$ cat src/rtl/truth_table_sweeper.sv
// Steps a combinational circuit under test through every input vector, holds each
// vector for HOLD cycles, and compares the response against a stored truth table.
module truth_table_sweeper #(
    parameter int N_IN  = 3,
    parameter int N_OUT = 1,
    parameter int HOLD  = 4,
    parameter logic [(2**N_IN)*N_OUT-1:0] EXPECTED = 8'b1110_1000
) (
    input  logic             clk,
    input  logic             rst_n,
    input  logic             start,
    input  logic             loop,
    input  logic [N_OUT-1:0] dut_out,
    output logic [N_IN-1:0]  dut_in,
    output logic             busy,
    output logic             done,
    output logic             pass,
    output logic [N_IN:0]    err_count,
    output logic [N_IN-1:0]  first_fail_idx,
    output logic             first_fail_valid,
    output logic [1:0]       dbg_state
);

    localparam int HW = (HOLD > 1) ? $clog2(HOLD) : 1;
    localparam logic [HW-1:0]   HOLD_LAST = HW'(HOLD - 1);
    localparam logic [HW-1:0]   HOLD_ONE  = HW'(1);
    localparam logic [N_IN-1:0] IDX_LAST  = {N_IN{1'b1}};
    localparam logic [N_IN-1:0] IDX_ONE   = N_IN'(1);

    typedef enum logic [1:0] {
        S_IDLE = 2'd0,
        S_RUN  = 2'd1,
        S_DONE = 2'd2
    } state_t;

    state_t            state_q;
    logic [N_IN-1:0]   idx_q;
    logic [HW-1:0]     hold_q;
    logic [N_IN:0]     err_q;
    logic [N_IN:0]     err_d;
    logic [N_IN-1:0]   ffi_q;
    logic              ffv_q;
    logic              pass_q;
    logic              busy_q;
    logic              done_q;
    logic [N_IN-1:0]   dut_in_q;
    logic [N_OUT-1:0]  exp_slice;
    logic              mismatch;
    logic              go;

    always_comb begin
        exp_slice = EXPECTED[int'(idx_q) * N_OUT +: N_OUT];
        mismatch  = (dut_out != exp_slice);
        err_d     = err_q + (N_IN + 1)'(mismatch);
        // A new sweep begins from IDLE on start, or straight out of DONE in loop mode.
        go        = ((state_q == S_IDLE) && start) || ((state_q == S_DONE) && loop);
    end

    always_ff @(posedge clk or negedge rst_n) begin
        if (!rst_n) begin
            state_q  <= S_IDLE;
            idx_q    <= '0;
            hold_q   <= '0;
            err_q    <= '0;
            ffi_q    <= '0;
            ffv_q    <= 1'b0;
            pass_q   <= 1'b0;
            busy_q   <= 1'b0;
            done_q   <= 1'b0;
            dut_in_q <= '0;
        end else if (go) begin
            state_q  <= S_RUN;
            idx_q    <= '0;
            hold_q   <= '0;
            err_q    <= '0;
            ffi_q    <= '0;
            ffv_q    <= 1'b0;
            busy_q   <= 1'b1;
            done_q   <= 1'b0;
            dut_in_q <= '0;
        end else begin
            case (state_q)
                S_RUN: begin
                    if (hold_q == HOLD_LAST) begin
                        // Response sampled only on the last hold cycle, after settling.
                        hold_q <= '0;
                        idx_q  <= idx_q + IDX_ONE;
                        err_q  <= err_d;
                        if (mismatch && !ffv_q) begin
                            ffi_q <= idx_q;
                            ffv_q <= 1'b1;
                        end
                        if (idx_q == IDX_LAST) begin
                            state_q  <= S_DONE;
                            busy_q   <= 1'b0;
                            done_q   <= 1'b1;
                            dut_in_q <= '0;
                            pass_q   <= (err_d == '0);
                        end else begin
                            dut_in_q <= idx_q + IDX_ONE;
                        end
                    end else begin
                        hold_q <= hold_q + HOLD_ONE;
                    end
                end
                S_DONE: begin
                    state_q <= S_IDLE;
                    done_q  <= 1'b0;
                end
                default: ;
            endcase
        end
    end

    assign dut_in           = dut_in_q;
    assign busy             = busy_q;
    assign done             = done_q;
    assign pass             = pass_q;
    assign err_count        = err_q;
    assign first_fail_idx   = ffi_q;
    assign first_fail_valid = ffv_q;
    assign dbg_state        = state_q;

endmodule

$ cat config.mk
export PLATFORM = sky130hd
export DESIGN_NAME = truth_table_sweeper
export DESIGN_NICKNAME = d
export VERILOG_FILES = /design/src/rtl/truth_table_sweeper.sv
export SDC_FILE = /design/constraint.sdc
export NUM_CORES = 1
export LEC_CHECK = 0
export ABC_AREA = 1
export CORE_MARGIN = 5
export CORE_UTILIZATION = 50
export DETAILED_ROUTE_END_ITERATION = 8
export PLACE_DENSITY = 0.87
export SLEW_MARGIN = 20
export SYNTH_ARGS = -nofsm -noshare
export SYNTH_HDL_FRONTEND = slang
export SYNTH_SLANG_ARGS = --single-unit
$ cat constraint.sdc
create_clock -name clk -period 3.5 [get_ports clk]
set_clock_uncertainty 0.05 [all_clocks]
set_input_delay 0.525 -clock clk [delete_from_list [all_inputs] [get_ports clk]]
set_output_delay 0.525 -clock clk [all_outputs]
set_load 0.01 [all_outputs]
==> results.yml <==
final_layout:
  fin_nets: 149
  antenna_cells: 0
  final_util_pct: 67.7
  layout_common_cells: "nand2_1 (30), clkdlybuf4s50_1 (20), dfrtp_1 (19)"
  seq_area_sq_um: 475
  layout_commonest_cell: "nand2_1"
  synthToLayoutAreaGrowth_pct: 25.3
  multi_input_area_sq_um: 394
  design_area_sq_um: 1210
  drive_above_1_share_pct: 8.76
  fill_cells: 151
  final-instance-count-excl-fill: 162
clock_network:
  clock_sinks: 19
  cts-htree-levels: 1
  root_buffer: "clkbuf_4"
  clk_pin_slew_ps: 110
  holdBufCountCts: 0
  postCtsSetupBuffers: 0
  cts_tree: "yes"
  cts-buffers-inserted: 3
  clock_path_buffers: 2
  clkLatencyLatePin_ps: 300
  cts-resized-gates: 0
sta:
  worst_slew_pin_slew_ps: 860
  relSlewSlack_pct: 42.5
  finalSetupTns_ps: 0
  hold_viol: 0
  min_period_ps: 2010
  slew_viol_final: 0
  setup_ws_ps: 1490
  rsz0062_at_grt: "no"
  period_share_pct: 57.4
  finalSetupViolations: 0
  max_freq_mhz: 498
worst_setup_path:
  cp.arrival_ps: 2210
  crit_fanout: 4
  cp.required_ps: 3700
  worst_setup_path_end_kind: "flop"
  startpoint_type: "flop"
  path_class: "flop to flop"
synth:
  avgSynthCellArea_sq_um: 8.38
  ys_warn_count: 0
  synth.area.top_cells: "dfrtp_1 (49%), nand2_1 (12%), ha_1 (7.8%), inv_1 (6.2%), nand3_1 (4.7%)"
  syn_inst: 115
  yosysUniqueCellTypes: 19
  yosysSeqAreaShare_pct: 49.4
  synth_top_area_share_pct: 49.4
  synth_area_sq_um: 963
  ys_ff_latch: 19
  yosysTopAreaCell: "dfrtp_1"
  synth.net_count: 126
drt:
  drt_wl_total_mm: 2.03
  remaining_drc_errors: 0
  wire_per_inst_microns: 12.5
  via_per_inst: 4.98
  drt_iter0_drc: 14
  route.vias.total: 807
  dr.pass1.iters: 4
  ant_nets: 0
floorplan:
  row_count: 15
  die_area_sq_um: 2900
  fp.coreArea_sq_um: 1780
  die_y_microns: 53.9
  pin_count: 21
  floorplan.initialDensity_pct: 54.0
  die-width_microns: 53.9
grt:
  antenna_found_initial: 0
  grt_pass1_wl_mm: 3.53
  grtUsageTotal_pct: 17.0
  grt_overflow: 0
  grt_max_degree: 20
  grt_pass1_vias: 812
pwr:
  cellPowerDensity_nw_per_um2: 783
  vdd_drop_max_mv: 0.441
  p_leak_uw: 0.000584
placed_design:
  placed_area_sq_um: 1180
  gp_congestion: 0.740
  place_hpwl_mm: 1.56
  numPortBuffers: 20
  dp_slack_ps: 1280
  dp.cells: 158
run_status:
  status: "finished, final reports clean"
hold_path:
  hp-class: "flop to flop"
job:
  cap_violations: 0
-- synthesized netlist by cell type --
| library cell | number |
|---|---|
| inv_2 | 5 |
| dfrtp_1 | 19 |
| a31oi_1 | 1 |
| nor3_1 | 1 |
| nand3_1 | 9 |
| inv_1 | 16 |
| nand2_2 | 2 |
| nand2_1 | 30 |
| nand3b_1 | 1 |
| o21ai_4 | 1 |
| o21ai_1 | 8 |
| o311ai_0 | 1 |
| xor2_1 | 2 |
| nor2_1 | 7 |
| a21oi_1 | 1 |
| o22ai_1 | 1 |
| buf_4 | 2 |
| o21ai_0 | 2 |
| ha_1 | 6 |
-- layout make-up --
class / instances / area share [%]
clock inverters: 1 / 0.415
multi-input cells: 73 / 32.6
repair buffers: 20 / 16.6
well taps: 25 / 2.59
clock buffers: 3 / 1.87
inverters: 21 / 6.53
flip-flops and latches: 19 / 39.4
-- logic make-up after synthesis --
kind of cell | synth area share (%)
xor+xnor | 1.82
simple gates | 21.7
buf+inv | 9.74
fa+ha+maj | 7.79
flops | 49.4
compound gates | 9.61
-- state kept, by name, summed over array words and instances, names as in the netlist --
register	cells
busy	1
dbg_state	2
dut_in	2
err_count	4
first_fail_idx	3
first_fail_valid	1
hold_q	2
idx_q	3
pass	1
-- where the power goes --
part | switching, uW | total, uW | internal, uW
Combinational | 265 | 475 | 210
Clock | 68.9 | 112 | 42.6
Sequential | 64.2 | 359 | 295
-- metal layers --
metal / GRT usage [%] / wire length, microns / vias up
met1: 20.5 / 889 / 377
met2: 29.2 / 1030 / 18
met5: 0 / 0 / -
met3: 2.49 / 84 / 4
met4: 8.51 / 23 / 0
li1: - / - / 408
-- worst paths after layout --
path                                        start                 to  slack [ps]  depth (start not counted)
worst min-delay path            first_fail_idx[1]  first_fail_idx[1]         430                          2
worst max-delay path                     idx_q[0]               pass        1490                         13
min in group asynchronous                   rst_n          hold_q[0]         650                          1
max in group asynchronous                   rst_n          dut_in[1]        2220                          1
worst min register to register  first_fail_idx[1]  first_fail_idx[1]         430                          2
worst max register to register           idx_q[0]               pass        1490                         13
-- stage by stage --
| stage | total power (uW) | hold WS [ps] |
|---|---|---|
| after floorplan | 655 | 179 |
| after global placement | 812 | 405 |
| after detailed placement | 837 | 407 |
| after CTS | 951 | 434 |
| after global routing | 1030 | 495 |
| final | 946 | 428 |
-- critical path, cell delays in order, from the launching register on --
cell and delay [ps]:
dfrtp_1 410, inv_1 120, ha_1 180, inv_1 50, nand2_1 50, nand3b_1 90
nand2_1 70, inv_1 40, ha_1 190, ha_1 210, xor2_1 180, nor3_1 150
nand3_1 100, nand2_1 70
(Power assumes the default switching activity.)
